## config.mk

```make
export PLATFORM = sky130hd
export DESIGN_NAME = fetch_sequencer
export DESIGN_NICKNAME = d
export VERILOG_FILES = /design/src/rtl/fetch_pkg.sv /design/src/rtl/fetch_sequencer.sv
export SDC_FILE = /design/constraint.sdc
export NUM_CORES = 1
export LEC_CHECK = 0
export ABC_AREA = 1
export CAP_MARGIN = 0
export CORE_AREA = 2 2 59 75
export DETAILED_ROUTE_END_ITERATION = 6
export DIE_AREA = 0 0 61 77
export HOLD_SLACK_MARGIN = 0.02
export PLACE_DENSITY = 0.91
export SLEW_MARGIN = 10
export SYNTH_ARGS = -nofsm -noshare
export SYNTH_HDL_FRONTEND = slang
export SYNTH_SLANG_ARGS = --single-unit
```

## constraint.sdc

```tcl
create_clock -name clock -period 5.83 [get_ports clock]
set_input_delay 0.583 -clock clock [delete_from_list [all_inputs] [get_ports clock]]
set_output_delay 0.583 -clock clock [all_outputs]
set_load 0.02 [all_outputs]
```

## src/rtl/fetch_pkg.sv

```systemverilog
// Shared fetch definitions: sequencer states, opcode constants and the
// instruction-length decode also used by the program counter.
package fetch_pkg;

    localparam logic [7:0] OP_HLT  = 8'hF4;
    localparam logic [7:0] OP_1W   = 8'h83;
    localparam logic [7:0] OP_2W_0 = 8'h78;
    localparam logic [7:0] OP_2W_1 = 8'h80;
    localparam logic [7:0] OP_2W_2 = 8'h81;
    localparam logic [7:0] OP_2W_3 = 8'h82;
    localparam logic [7:0] OP_2W_4 = 8'h84;
    localparam logic [7:0] OP_2W_5 = 8'h85;
    localparam logic [7:0] OP_2W_6 = 8'h87;
    localparam logic [7:0] OP_2W_7 = 8'hC0;

    typedef enum logic [2:0] {
        StIdle,
        StFetch,
        StCapture,
        StIssue,
        StSettle,
        StHalted
    } fetch_state_e;

    // Unlisted opcodes default to three words.
    function automatic logic [1:0] instr_size_of(input logic [7:0] opcode);
        logic [1:0] size;
        case (opcode)
            OP_1W:   size = 2'd1;
            OP_2W_0,
            OP_2W_1,
            OP_2W_2,
            OP_2W_3,
            OP_2W_4,
            OP_2W_5,
            OP_2W_6,
            OP_2W_7: size = 2'd2;
            default: size = 2'd3;
        endcase
        return size;
    endfunction

endpackage

```

## src/rtl/fetch_sequencer.sv

```systemverilog
// Instruction-fetch FSM: reads opcode and operand words from program memory,
// presents the assembled instruction on a valid/ready handshake, pulses pc_load.
module fetch_sequencer
    import fetch_pkg::*;
#(
    parameter int unsigned       ADDR_W = 6,
    parameter int unsigned       WORD_W = 8,
    parameter logic [WORD_W-1:0] HLT_OP = OP_HLT
) (
    input  logic              clock,
    input  logic              reset,
    input  logic              run,
    input  logic [ADDR_W-1:0] pc,
    output logic              pc_load,
    output logic              mem_rd,
    output logic [ADDR_W-1:0] mem_addr,
    input  logic [WORD_W-1:0] mem_rdata,
    output logic              instr_valid,
    input  logic              instr_ready,
    output logic [WORD_W-1:0] instr_opcode,
    output logic [WORD_W-1:0] instr_op1,
    output logic [WORD_W-1:0] instr_op2,
    output logic [1:0]        instr_size,
    output logic              busy,
    output logic              halted
);

    fetch_state_e      state_q;
    logic [1:0]        idx_q;
    logic [WORD_W-1:0] opcode_q;
    logic [WORD_W-1:0] op1_q;
    logic [WORD_W-1:0] op2_q;
    logic [1:0]        size_q;
    logic              mem_rd_q;
    logic              valid_q;
    logic              busy_q;
    logic              halted_q;

    logic [1:0]        cur_size;
    logic              more_words;
    logic              accept;

    always_comb begin
        cur_size   = (idx_q == 2'd0) ? instr_size_of(mem_rdata) : size_q;
        more_words = ({1'b0, idx_q} + 3'd1) < {1'b0, cur_size};
        accept     = (state_q == StIssue) && instr_ready;
        // Halt is issued without advancing the PC.
        pc_load    = accept && (opcode_q != HLT_OP);
        mem_addr   = (state_q == StFetch) ? (pc + ADDR_W'(idx_q)) : '0;
    end

    always_ff @(posedge clock or negedge reset) begin
        if (!reset) begin
            state_q  <= StIdle;
            idx_q    <= 2'd0;
            opcode_q <= '0;
            op1_q    <= '0;
            op2_q    <= '0;
            size_q   <= 2'd0;
            mem_rd_q <= 1'b0;
            valid_q  <= 1'b0;
            busy_q   <= 1'b0;
            halted_q <= 1'b0;
        end else begin
            case (state_q)
                StIdle: begin
                    if (run) begin
                        state_q  <= StFetch;
                        idx_q    <= 2'd0;
                        op1_q    <= '0;
                        op2_q    <= '0;
                        mem_rd_q <= 1'b1;
                        busy_q   <= 1'b1;
                    end
                end
                StFetch: begin
                    state_q  <= StCapture;
                    mem_rd_q <= 1'b0;
                end
                StCapture: begin
                    case (idx_q)
                        2'd0: begin
                            opcode_q <= mem_rdata;
                            size_q   <= cur_size;
                        end
                        2'd1:    op1_q <= mem_rdata;
                        default: op2_q <= mem_rdata;
                    endcase
                    if (more_words) begin
                        idx_q    <= idx_q + 2'd1;
                        state_q  <= StFetch;
                        mem_rd_q <= 1'b1;
                    end else begin
                        state_q <= StIssue;
                        valid_q <= 1'b1;
                    end
                end
                StIssue: begin
                    if (accept) begin
                        valid_q <= 1'b0;
                        if (opcode_q == HLT_OP) begin
                            state_q  <= StHalted;
                            halted_q <= 1'b1;
                            busy_q   <= 1'b0;
                        end else begin
                            state_q <= StSettle;
                        end
                    end
                end
                StSettle: begin
                    // run is only honoured here, once the PC has moved.
                    if (run) begin
                        state_q  <= StFetch;
                        idx_q    <= 2'd0;
                        op1_q    <= '0;
                        op2_q    <= '0;
                        mem_rd_q <= 1'b1;
                    end else begin
                        state_q <= StIdle;
                        busy_q  <= 1'b0;
                    end
                end
                StHalted: begin
                    state_q <= StHalted;
                end
                default: begin
                    state_q  <= StIdle;
                    mem_rd_q <= 1'b0;
                    valid_q  <= 1'b0;
                    busy_q   <= 1'b0;
                end
            endcase
        end
    end

    assign mem_rd       = mem_rd_q;
    assign instr_valid  = valid_q;
    assign instr_opcode = opcode_q;
    assign instr_op1    = op1_q;
    assign instr_op2    = op2_q;
    assign instr_size   = size_q;
    assign busy         = busy_q;
    assign halted       = halted_q;

endmodule

```

Word level (Yosys, flattened, before mapping)
Cells that the tools add are included.

Output and inout bits: 37. Input port bits: 18. Word-level logic and storage cells: 90. Memories: 0. Flip-flop bits (word level): 35. Bits in latches: 0. Bits in writable memories: 0. Bits in read-only memories: 0.

Bitwise operators: 3. Equality and inequality tests: 26. $mul: 0. Reduce and logical (&&, ||, !) cells: 20. Multiplexer cells: 27. Divide/modulo/power cells: 0. $add $sub $neg: 3. Shifts and indexed selects: 0. Order comparisons: 1.

Operators by type and width (count): equality test 8 bit, second input constant (9); case mux 8 bit (2 select lines) (2); two-way mux 8 bit (3); case mux 3 bit (6 select lines) (1); AND reduction 3 bit (6); inequality test 2 bit, second input constant (6); two-way mux 1 bit (9); equality test 8 x 7 -> 1 bit, second input constant (1); two-way mux 2 bit (4); inequality test 8 bit, second input constant (1); case mux 2 bit (2 select lines) (2); OR reduction 8 bit (1); adder 6 x 2 -> 6 bit (1); equality test 3 x 2 -> 1 bit, second input constant (2); equality test 3 bit, second input constant (2); two-way mux 3 bit (2); two-way mux 6 bit (1); inequality test 2 x 1 -> 1 bit, second input constant (3); case mux 1 bit (3 select lines) (2); OR reduction 2 bit (3); AND reduction 5 bit (1); case mux 1 bit (4 select lines) (1); AND reduction 2 bit (2); OR reduction 4 bit (1); other kinds (11) (14).

Depth between registers and ports, before layout
Word-level depth: 7. Depth in mapped cells: 14. Mapped depth without buffers: 14.

Worst setup path before layout
Ideal clock, no wire load.

Path type: input port to output port. Start: in pc[0]. End: out mem_addr[4]. Required time: 5247 ps. Arrival time: 1890 ps. Buffers on the path: 0. Stages: 7. Slack: 3357 ps. Cell sequence: ha_1 fa_1 nand2_1 inv_1 nand2_1 nor2_1 nor3b_1.

Longest elaborated chain between the ends: 2.

RTL lines: start: declaration (line fetch_sequencer.sv:13) `input logic [ADDR_W-1:0] pc,`; adder 6 x 2 -> 6 bit (line fetch_sequencer.sv:49) `mem_addr = (state_q == StFetch) ? (pc + ADDR_W'(idx_q)) : '0;`; two-way mux 6 bit (line fetch_sequencer.sv:49); end: declaration (line fetch_sequencer.sv:16) `output logic [ADDR_W-1:0] mem_addr,`.

Every way passes these cells.

Worst setup path after layout
Ends and elaborated chain as after synthesis.

==> metrics.log <==
INFO  metric finalWeightedCongestion = 0.903
INFO  metric worstSetupEndpoint = mem_addr[4]
INFO  metric pin_count_of_the_biggest_net_entering_global_routing = 36
INFO  metric status = complete, no violations
INFO  metric drt_pass1_iterations = 4
INFO  metric cts.htree.levels = 2
INFO  metric drt_drc_violations_left = 0
INFO  metric syn-cell-area = 1990 sq um
INFO  metric async_reset_ff_frac = 1.00
INFO  metric endpoint_kind = output port
INFO  metric crit_path_max_fanout = 2
INFO  metric total_leakage_power = 0.00126 uW
INFO  metric cts_tree = built
INFO  metric timing.critical_path.arrival = 2.61 ns
INFO  metric vdd_ir_drop_max = 0.337 mV
INFO  metric clockBufferDepth = 2
INFO  metric route.detailed.vias_per_inst = 4.87
INFO  metric synth_top_flop_cell = sky130_fd_sc_hd__dfrtp_1
INFO  metric worstSetupStartpointType = input port
INFO  metric postLayoutCoreUtil = 0.663
INFO  metric ys_seq_elements = 35
INFO  metric power_density_over_the_cells = 581 nW/um^2
INFO  metric initial_utilization = 0.497
INFO  metric report.final.hold_viol_count = 0
INFO  metric cts_resized = 0
INFO  metric max-cap-violations = 0
INFO  metric postRouteAntennaNets = 0
INFO  metric post-route-period-util = 0.547
INFO  metric wire_length_of_the_first_global_routing_pass = 7350 microns
INFO  metric fin_nets = 335
INFO  metric synth-edff-count = 0
INFO  metric report.final.slew_viol_count = 0
INFO  metric syn-num-nets = 277
INFO  metric reg2reg_to = idx_q[0]
INFO  metric critical_path_required = 5.25 ns
INFO  metric design.portCount = 55
INFO  metric drtIter0Drc = 65
INFO  metric multiInputGateArea = 910 sq um
INFO  metric fp-row-count = 26
INFO  metric area.growth.synth_to_final = 33.5%
INFO  metric worst_slew_pin_slew = 0.492 ns
INFO  metric synthCells = 252
INFO  metric post_route_skew = 0.00647 ns
INFO  metric placeableCoreArea = 4000 sq um
INFO  metric die_w = 61 microns
INFO  metric cts_buffers = 5
INFO  metric placement.io_buffers = 54
INFO  metric clk_pin_slew_worst_paths = 0.07 ns
INFO  metric timing.reg2reg.worst_path_depth = 12
INFO  metric post_cts_hold_buffer_count = 0
INFO  metric worst_r2r_startpoint = idx_q[0]
INFO  metric postCtsSetupRepairBufs = 0
INFO  metric cts_root_buf = sky130_fd_sc_hd__clkbuf_8
INFO  metric final_layout_size_suffix_gt1_frac = 0.119
INFO  metric total_number_of_clock_tree_sinks = 35
INFO  metric antenna_cells_inserted = 0
INFO  metric die-area = 4700 sq um
INFO  metric clk-insertion-delay-late = 0.29 ns
INFO  metric dp.final_hpwl = 3390 microns
INFO  metric yosys_warnings = 0
INFO  metric area_occupied_by_registers = 876 sq um
INFO  metric slew_headroom = 0.672
INFO  metric unrepaired_setup_endpoints_after_global_routing = false
INFO  metric r2r_slack = 3.56 ns
INFO  metric setup.worst_path.start = pc[0]
INFO  metric tns = 0 ns
INFO  metric count_of_unique_library_cells_instantiated_by_yosys = 28
INFO  metric antenna_found_initial = 0
INFO  metric yosysSeqAreaShare = 0.441
INFO  metric total_power_consumption = 1540 uW
INFO  metric avgSynthCellArea = 7.89 sq um
INFO  metric worstHoldPathType = flip-flop to flip-flop
INFO  metric crit_type = input port to output port
INFO  metric fillerInstances = 322
INFO  metric min_period = 3.19 ns
INFO  metric gr-usage-all-layers = 0.208
INFO  metric clock.fmax = 0.313 GHz
INFO  metric wl = 4460 microns
INFO  metric gr_ovfl_total = 0
INFO  metric die_height = 77 microns
INFO  metric number_of_global_route_vias_before_repair = 1,695
INFO  metric num_vias = 1,789
INFO  metric wire_per_inst = 12.2 microns
INFO  metric setup_violators_final = 0
-- final cells by class --
class | instances | area share
Multi-Input combinational cell | 169 | 0.343
Inverter | 44 | 0.0622
Sequential cell | 35 | 0.330
Clock inverter | 2 | 0.00471
Timing Repair Buffer | 55 | 0.207
Clock buffer | 6 | 0.0273
Tap cell | 56 | 0.0264
-- flip-flops by register name (all words and copies together) (netlist names) --
signal        count
busy              1
instr_size        2
instr_op1         8
instr_valid       1
mem_rd            1
idx_q             2
instr_opcode      8
instr_op2         8
state_q           3
halted            1
-- worst min-delay path by stage --
stage                     startpoint  endpoint  slack [ns]  cells past startpoint
after floorplan                reset      busy        0.29                      0
after global placement        mem_rd    mem_rd        0.45                      2
after detailed placement      mem_rd    mem_rd        0.46                      2
after CTS                     mem_rd    mem_rd        0.48                      2
after global routing          halted    halted        0.51                      1
final                         mem_rd    mem_rd        0.47                      2
-- cells by family (layout without fill, tap and decap cells) --
kind of cell	after synthesis	in the layout	synth area share
compound gates	36	36	0.121
fa+ha+maj	7	7	0.0516
buf+inv	48	107	0.102
flops	35	35	0.441
simple gates	126	126	0.285
-- report_power, final --
group          switching [uW]  internal, uW  leakage [uW]  total [uW]
sequential               87.7           361      0.000426         449
combinational             532           388      0.000795         920
clock                    89.7          83.4     0.0000412         173
total                     710           832       0.00126        1540
-- routing by layer --
layer | global-route usage | up-vias | routed length, microns
met5 | 0 | - | 0
met4 | 0.0696 | 0 | 65
met3 | 0.0691 | 9 | 294
met2 | 0.362 | 56 | 2300
met1 | 0.229 | 822 | 1800
li1 | - | 902 | -
-- worst max-delay path, cell delays in order --
cell and delay [ns]:
sky130_fd_sc_hd__clkdlybuf4s50_1 0.40, sky130_fd_sc_hd__ha_1 0.22, sky130_fd_sc_hd__fa_1 0.38, sky130_fd_sc_hd__nand2_1 0.08, sky130_fd_sc_hd__inv_1 0.04, sky130_fd_sc_hd__nand2_1 0.06
sky130_fd_sc_hd__nor2_1 0.04, sky130_fd_sc_hd__nor3b_1 0.16, sky130_fd_sc_hd__clkdlybuf4s50_1 0.63
-- Yosys cell counts, types with 2 or more instances --
master / instances / area share
sky130_fd_sc_hd__nor3_1: 4 / 0.010
sky130_fd_sc_hd__nor2_1: 27 / 0.051
sky130_fd_sc_hd__nor2_2: 7 / 0.022
sky130_fd_sc_hd__o21ai_1: 9 / 0.023
sky130_fd_sc_hd__a21oi_1: 3 / 0.0075
sky130_fd_sc_hd__o21a_1: 8 / 0.030
sky130_fd_sc_hd__nor2_4: 4 / 0.023
sky130_fd_sc_hd__o21ai_0: 4 / 0.010
sky130_fd_sc_hd__nand2_1: 63 / 0.12
sky130_fd_sc_hd__inv_1: 38 / 0.072
sky130_fd_sc_hd__inv_2: 6 / 0.011
sky130_fd_sc_hd__fa_1: 2 / 0.020
sky130_fd_sc_hd__nand2_2: 5 / 0.016
sky130_fd_sc_hd__dfrtp_1: 35 / 0.44
sky130_fd_sc_hd__ha_1: 5 / 0.031
sky130_fd_sc_hd__nand3_1: 11 / 0.028
sky130_fd_sc_hd__buf_6: 3 / 0.017
sky130_fd_sc_hd__o21ai_2: 7 / 0.031
sky130_fd_sc_hd__nor3b_1: 2 / 0.0075
-- cell usage in the layout, fill, tap and decap left out --
| master | instances |
|---|---|
| sky130_fd_sc_hd__inv_1 | 38 |
| sky130_fd_sc_hd__fa_1 | 2 |
| sky130_fd_sc_hd__o221ai_1 | 1 |
| sky130_fd_sc_hd__nand4_1 | 1 |
| sky130_fd_sc_hd__nor2_2 | 7 |
| sky130_fd_sc_hd__clkinvlp_4 | 1 |
| sky130_fd_sc_hd__nor3_1 | 4 |
| sky130_fd_sc_hd__a41oi_1 | 1 |
| sky130_fd_sc_hd__inv_2 | 6 |
| sky130_fd_sc_hd__clkbuf_1 | 1 |
| sky130_fd_sc_hd__clkbuf_8 | 5 |
| sky130_fd_sc_hd__o31ai_1 | 1 |
| sky130_fd_sc_hd__o22ai_1 | 1 |
| sky130_fd_sc_hd__a21oi_1 | 3 |
| sky130_fd_sc_hd__nand3_1 | 11 |
| sky130_fd_sc_hd__clkinv_2 | 1 |
| sky130_fd_sc_hd__clkdlybuf4s50_1 | 54 |
| sky130_fd_sc_hd__o21ai_2 | 7 |
| sky130_fd_sc_hd__buf_4 | 1 |
| sky130_fd_sc_hd__nor4_1 | 1 |
| sky130_fd_sc_hd__o21ai_1 | 9 |
| sky130_fd_sc_hd__dfrtp_1 | 35 |
| sky130_fd_sc_hd__o21bai_1 | 1 |
| sky130_fd_sc_hd__o21ai_0 | 4 |
| sky130_fd_sc_hd__nand2_2 | 5 |
| sky130_fd_sc_hd__o21a_1 | 8 |
| sky130_fd_sc_hd__nor2_4 | 4 |
| sky130_fd_sc_hd__nand2_1 | 63 |
| sky130_fd_sc_hd__and3_1 | 1 |
| sky130_fd_sc_hd__nor3b_1 | 2 |
| sky130_fd_sc_hd__nor2_1 | 27 |
| sky130_fd_sc_hd__ha_1 | 5 |
-- per-stage QoR --
step                      instance area (sq um)  hold WS (ns)  cells  setup slack (ns)
after floorplan                            1990         0.287    252              3.36
after global placement                     2570         0.454    359              2.64
after detailed placement                   2570         0.459    359              2.62
after CTS                                  2650         0.475    367              2.62
after global routing                       2650         0.514    367              2.53
final                                      2650         0.474    367              2.64
Note: power is estimated with default switching activity, not from simulation.
